[config.mk]
export PLATFORM = sky130hd
export DESIGN_NAME = add_round_key_stage
export DESIGN_NICKNAME = d
export VERILOG_FILES = /design/src/rtl/add_round_key_stage.sv
export SDC_FILE = /design/constraint.sdc
export NUM_CORES = 2
export LEC_CHECK = 0
export ABC_CLOCK_PERIOD_IN_PS = 16760
export CAP_MARGIN = 20
export CORE_MARGIN = 5
export CORE_UTILIZATION = 57
export DETAILED_ROUTE_END_ITERATION = 8
export PLACE_DENSITY_LB_ADDON = 0.12
export SYNTH_ARGS = -nofsm -noshare
export SYNTH_HDL_FRONTEND = slang
export SYNTH_SLANG_ARGS = --single-unit
[constraint.sdc]
create_clock -name clk -period 16.76 [get_ports clk]
set_input_delay 3.352 -clock clk [delete_from_list [all_inputs] [get_ports clk]]
set_output_delay 3.352 -clock clk [all_outputs]
set_load 0.02 [all_outputs]
[src/rtl/add_round_key_stage.sv]
// AES-128 AddRoundKey stage with an on-the-fly iterative key schedule.
// Registers data_in ^ round_key and hands it downstream over valid/ready.
module add_round_key_stage #(
  parameter int unsigned NR        = 10,
  parameter bit          KEY_CLEAR = 1'b1
) (
  input  logic         clk,
  input  logic         rst_n,
  input  logic         start,
  input  logic [127:0] key_in,
  input  logic         in_valid,
  output logic         in_ready,
  input  logic [127:0] data_in,
  output logic         out_valid,
  input  logic         out_ready,
  output logic [127:0] data_out,
  output logic [3:0]   round_out,
  output logic         last_round,
  output logic         busy
);

  localparam logic [3:0] LastRnd = 4'(NR);

  typedef enum logic [0:0] {StIdle, StActive} state_e;

  state_e       state_q, state_d;
  logic [127:0] rk_q, rk_d;
  logic [3:0]   rnd_q, rnd_d;
  logic [7:0]   rcon_q, rcon_d;
  logic [127:0] data_q, data_d;
  logic [3:0]   round_q, round_d;
  logic         last_q, last_d;
  logic         valid_q, valid_d;
  logic         xfer;
  logic [31:0]  sub_w;
  logic [127:0] rk_next;

  function automatic logic [7:0] xtime(input logic [7:0] x);
    return {x[6:0], 1'b0} ^ (x[7] ? 8'h1b : 8'h00);
  endfunction

  function automatic logic [7:0] gf_mul(input logic [7:0] a, input logic [7:0] b);
    logic [7:0] p;
    logic [7:0] aa;
    p  = 8'h00;
    aa = a;
    for (int i = 0; i < 8; i++) begin
      if (b[i]) p = p ^ aa;
      aa = xtime(aa);
    end
    return p;
  endfunction

  // S-box from first principles: inverse as x^254, then the affine transform.
  function automatic logic [7:0] sbox(input logic [7:0] x);
    logic [7:0] p;
    logic [7:0] inv;
    p   = x;
    inv = 8'h01;
    for (int i = 1; i < 8; i++) begin
      p   = gf_mul(p, p);
      inv = gf_mul(inv, p);
    end
    return inv ^ {inv[6:0], inv[7]} ^ {inv[5:0], inv[7:6]} ^ {inv[4:0], inv[7:5]}
               ^ {inv[3:0], inv[7:4]} ^ 8'h63;
  endfunction

  // SubWord(RotWord(w3)): rotation folded into the byte selection.
  always_comb begin
    sub_w = {sbox(rk_q[23:16]), sbox(rk_q[15:8]), sbox(rk_q[7:0]), sbox(rk_q[31:24])};
    rk_next[127:96] = rk_q[127:96] ^ sub_w ^ {rcon_q, 24'h0};
    rk_next[95:64]  = rk_q[95:64] ^ rk_next[127:96];
    rk_next[63:32]  = rk_q[63:32] ^ rk_next[95:64];
    rk_next[31:0]   = rk_q[31:0]  ^ rk_next[63:32];
  end

  assign in_ready = (state_q == StActive) && (!valid_q || out_ready);
  assign xfer     = in_valid && in_ready;

  always_comb begin
    state_d = state_q;
    rk_d    = rk_q;
    rnd_d   = rnd_q;
    rcon_d  = rcon_q;
    unique case (state_q)
      StIdle: begin
        if (start) begin
          state_d = StActive;
          rk_d    = key_in;
          rnd_d   = 4'd0;
          rcon_d  = 8'h01;
        end
      end
      StActive: begin
        if (xfer) begin
          if (rnd_q != LastRnd) rk_d = rk_next;
          rnd_d  = rnd_q + 4'd1;
          rcon_d = xtime(rcon_q);
          if (rnd_q == LastRnd) begin
            state_d = StIdle;
            if (KEY_CLEAR) rk_d = '0;
          end
        end
      end
      default: state_d = StIdle;
    endcase
  end

  always_comb begin
    data_d  = data_q;
    round_d = round_q;
    last_d  = last_q;
    valid_d = valid_q;
    if (xfer) begin
      data_d  = data_in ^ rk_q;
      round_d = rnd_q;
      last_d  = (rnd_q == LastRnd);
      valid_d = 1'b1;
    end else if (out_ready) begin
      valid_d = 1'b0;
    end
  end

  always_ff @(posedge clk or negedge rst_n) begin
    if (!rst_n) begin
      state_q <= StIdle;
      rk_q    <= '0;
      rnd_q   <= 4'd0;
      rcon_q  <= 8'h01;
      data_q  <= '0;
      round_q <= 4'd0;
      last_q  <= 1'b0;
      valid_q <= 1'b0;
    end else begin
      state_q <= state_d;
      rk_q    <= rk_d;
      rnd_q   <= rnd_d;
      rcon_q  <= rcon_d;
      data_q  <= data_d;
      round_q <= round_d;
      last_q  <= last_d;
      valid_q <= valid_d;
    end
  end

  assign out_valid  = valid_q;
  assign data_out   = data_q;
  assign round_out  = round_q;
  assign last_round = last_q;
  assign busy       = (state_q == StActive);

endmodule

==> Flow_metrics.wiki <==
{| class="wikitable"
! Metric !! Value
|-
| Status || finished clean
|-
| Count of buffer and inverter cells on the critical path || 1
|-
| Worst path top cell family by delay || XOR/XNOR gates
|-
| Slowest cell delay on critical path || 0.65 ns
|-
| FFs w/ async S/R, synth || 100%
|-
| Number of slew-limit violations in the final report || 0
|-
| Width of the die || 356 um
|-
| Clock edge transition at the registers on the reported setup and hold paths || 0.06 ns
|-
| Req. time, crit path || 17.22 ns
|-
| Nets || 9343
|-
| Crit. End Element || flop
|-
| Synth warnings || 0
|-
| Setup crit end || rk_q[0]
|-
| Count of pins on the block boundary || 397
|-
| Worst Setup SP || rk_q[24]
|-
| Floorplan core area || 118000 um2
|-
| Share of synthesized cell area in full adder, half adder and majority cells || 0.444%
|-
| Clock tree from TritonCTS || built
|-
| Area taken by multi-input logic gates || 59400 um2
|-
| Master cell of the clock root buffer || sky130_fd_sc_hd__clkbuf_16
|-
| Area enclosed by the die boundary || 127000 um2
|-
| Master of the slowest instance on the critical path || sky130_fd_sc_hd__xnor3_1
|-
| Destination of the worst register-to-register timing path || rk_q[0]
|-
| Synth-to-Final Area Change || 13.7%
|-
| Setup CP Type || flop to flop
|-
| Cell taking the most area after synthesis || sky130_fd_sc_hd__xnor2_1
|-
| Maximum number of pins on one net before global-route repair || 104
|-
| Worst Reg-to-Reg Cells || 49
|-
| Worst R2R Setup Slack || 0.69 ns
|-
| Simple logic cell fraction of the synthesized area || 17.9%
|-
| Share of Yosys cell area claimed by the top area cell type || 23.8%
|-
| Mapped Nets || 9026
|-
| Number of cells on the critical path || 49
|-
| Post-route clock period utilization || 95.9%
|-
| Biggest area contributors in the synthesized netlist || sky130_fd_sc_hd__xnor2_1 24%, sky130_fd_sc_hd__xnor3_1 11%, sky130_fd_sc_hd__dfrtp_1 10%, sky130_fd_sc_hd__nor2_1 7.3%, sky130_fd_sc_hd__xor2_1 6.1%
|-
| Row cnt || 126
|-
| Initial Utilization || 57.6%
|-
| Unrepaired setup endpoints after global routing || yes
|-
| DRC || 0
|-
| Post-synthesis cell area || 68100 um2
|-
| Count of flip-flops with a built-in enable after synthesis || 0
|-
| Highest-count cells in the layout ignoring fill and taps || 1780 x sky130_fd_sc_hd__xnor2_1, 1317 x sky130_fd_sc_hd__nor2_1, 826 x sky130_fd_sc_hd__nand2_1
|-
| Clock buffer depth || 3
|-
| Cell repeated most along the worst path || sky130_fd_sc_hd__xnor2_1
|-
| Routability Congestion || 0.985
|-
| Average instance area after synthesis || 7.79 um2
|-
| Overall overflow remaining after global route || 0
|-
| Worst min-delay path category || flop to flop
|-
| Register bit count reported by yosys || 275
|-
| Minimum period implied by the final worst setup slack || 16.07 ns
|-
| Initial antenna violation count || 12
|-
| Highest clock frequency the design can meet || 62.2 MHz
|-
| Core Util, Final || 65.4%
|-
| Count of hold buffers inserted by post-cts repair || 0
|-
| Wire length of the first global-routing pass || 371000 um
|-
| Input/output buffers || 396
|-
| Register area share after synthesis || 10.1%
|-
| Smallest setup slack after layout || 0.691 ns
|-
| Via count of the first global-routing pass || 61500
|-
| All-Layer GR Usage || 36.6%
|-
| CTS Buf Count || 38
|-
| Die span in y || 356 um
|-
| Detailed-placement wirelength estimate || 182000 um
|-
| Mux share of post-synthesis cell area || 4.32%
|-
| Via count of the routed design || 65600
|-
| Routed Wire Length || 242000 um
|-
| Actual transition at the worst max-transition pin || 1.22 ns
|-
| Drt first pass iters || 6
|-
| Clock latency on the worst-skew pair || 0.62 ns
|-
| Worst hold start || round_out[1]
|-
| Number of distinct standard cells referenced by the synthesized netlist || 113
|-
| Combinational family with the most area after synthesis || XOR/XNOR gates
|-
| Post-synthesis xor/xnor area fraction || 46.6%
|-
| Max-cap viol count || 0
|-
| Instance count of the mapped netlist || 8744
|-
| Clock sink count || 275
|-
| Pre-CTS setup slack || -0.375 ns
|-
| Area taken by flip-flops and latches || 6890 um2
|-
| Most used flip-flop cell after synthesis || sky130_fd_sc_hd__dfrtp_1
|-
| Total Negative Setup Slacks || 0 ns
|-
| Share of cells above drive strength 1 || 10.3%
|-
| Starting DRT DRC Count || 7328
|-
| Fraction of the mapped netlist area in compound gates || 16.4%
|-
| Total number of H-tree levels || 2
|-
| Most common library cell in the layout ignoring fill and taps || sky130_fd_sc_hd__xnor2_1
|-
| Filler cells || 10400
|-
| Relative slew slack || 17.8%
|-
| Count of endpoints failing hold in the final timing report || 0
|-
| Clk_skew || 0.0282 ns
|-
| Number of antenna-violating nets in the routed design || 0
|-
| Via density per instance || 6.13
|-
| Startpoint types || flop
|-
| Worst-path fanout max || 10
|-
| WP data arrival || 16.53 ns
|-
| Routed length per placed instance || 22.7 um
|-
| Total setup violations reported at the end of the flow || 0
|-
| Worst flop-to-flop path startpoint || rk_q[24]
|}
## worst min-delay path, delay by kind of cell (launching register included)
family | cells | cell delay, ns
flip-flops | 1 | 0.34
AND/OR/NAND/NOR | 2 | 0.11
## metal layers
metal | GRT usage [%] | wire (um) | up-vias
met5 | 0 | 80 | -
met4 | 13.0 | 10300 | 12
met3 | 6.47 | 24300 | 470
met2 | 56.9 | 106000 | 3308
met1 | 51.3 | 102000 | 31400
li1 | - | - | 30400
## final cells by class
class | count | share of cell area, %
Clock buffer | 48 | 1.34
Sequential cell | 275 | 8.89
Inverter | 106 | 0.514
Antenna cell | 6 | 0.0194
Tap cell | 1600 | 2.58
Multi-Input combinational cell | 7780 | 76.6
Clock inverter | 19 | 0.342
Timing Repair Buffer | 860 | 9.67
## logic make-up after synthesis
kind of cell,after synthesis
buffers and inverters,689
multiplexers,281
AO/OA/AOI/OAI,1756
AND/OR/NAND/NOR,2862
flip-flops,275
adder cells (fa/ha/maj),25
XOR/XNOR,2856
## cell usage after synthesis, types with 20 or more instances
library cell,count
sky130_fd_sc_hd__a31oi_1,66
sky130_fd_sc_hd__buf_4,27
sky130_fd_sc_hd__xor3_1,43
sky130_fd_sc_hd__mux2_2,50
sky130_fd_sc_hd__xnor2_2,94
sky130_fd_sc_hd__ha_1,21
sky130_fd_sc_hd__o221ai_1,29
sky130_fd_sc_hd__o211ai_1,74
sky130_fd_sc_hd__buf_1,49
sky130_fd_sc_hd__xnor2_1,1849
sky130_fd_sc_hd__a221o_1,38
sky130_fd_sc_hd__dfrtp_1,274
sky130_fd_sc_hd__inv_1,89
sky130_fd_sc_hd__xor2_1,472
sky130_fd_sc_hd__nor3_1,160
sky130_fd_sc_hd__a221oi_1,23
sky130_fd_sc_hd__clkbuf_1,377
sky130_fd_sc_hd__nor2_1,1321
sky130_fd_sc_hd__buf_2,127
sky130_fd_sc_hd__and3_1,38
sky130_fd_sc_hd__xnor3_1,324
sky130_fd_sc_hd__o21ai_0,392
sky130_fd_sc_hd__or3_1,39
sky130_fd_sc_hd__nand2_1,831
sky130_fd_sc_hd__o21ai_1,41
sky130_fd_sc_hd__a32oi_1,21
sky130_fd_sc_hd__o21a_1,23
sky130_fd_sc_hd__nand3_1,169
sky130_fd_sc_hd__a22oi_1,84
sky130_fd_sc_hd__a21o_1,20
sky130_fd_sc_hd__nor2b_1,71
sky130_fd_sc_hd__a211oi_1,47
sky130_fd_sc_hd__and2_1,42
sky130_fd_sc_hd__a21oi_1,535
sky130_fd_sc_hd__nand2b_1,69
sky130_fd_sc_hd__mux2i_1,223
sky130_fd_sc_hd__o22ai_1,121
sky130_fd_sc_hd__xor2_2,31
## how the worst min path moves through the flow
stage / to / slack, ns / cells past startpoint
floorplan: round_out[3] / 0.48 / 2
detailed placement: last_round / 0.47 / 2
global route: round_out[2] / 0.51 / 2
CTS: last_round / 0.49 / 2
finish: round_out[1] / 0.49 / 2
global placement: round_out[0] / 0.46 / 2
## repair_timing
action	in CTS	in global routing
setup endpoints to repair	22	127
setup buffers	0	26
resized for setup	11	94
pin swaps	0	10
## stage by stage
stage                     std cells  instance area, um2  hold slack [ns]
after floorplan                8744               68100            0.481
final                         10700               77500            0.485
after global routing          10700               77500            0.505
after global placement        10600               75200            0.464
after CTS                     10700               76600            0.487
after detailed placement      10600               75200            0.470
## registers in the layout (all words and copies together) (netlist names)
signal,cells
out_valid,1
round_out,4
rcon_q,8
last_round,1
data_out,128
rk_q,128
rnd_q,4
busy,1
Power is not shown: default switching activity piles up to over one toggle a cycle in this logic, so the estimate is an artifact.
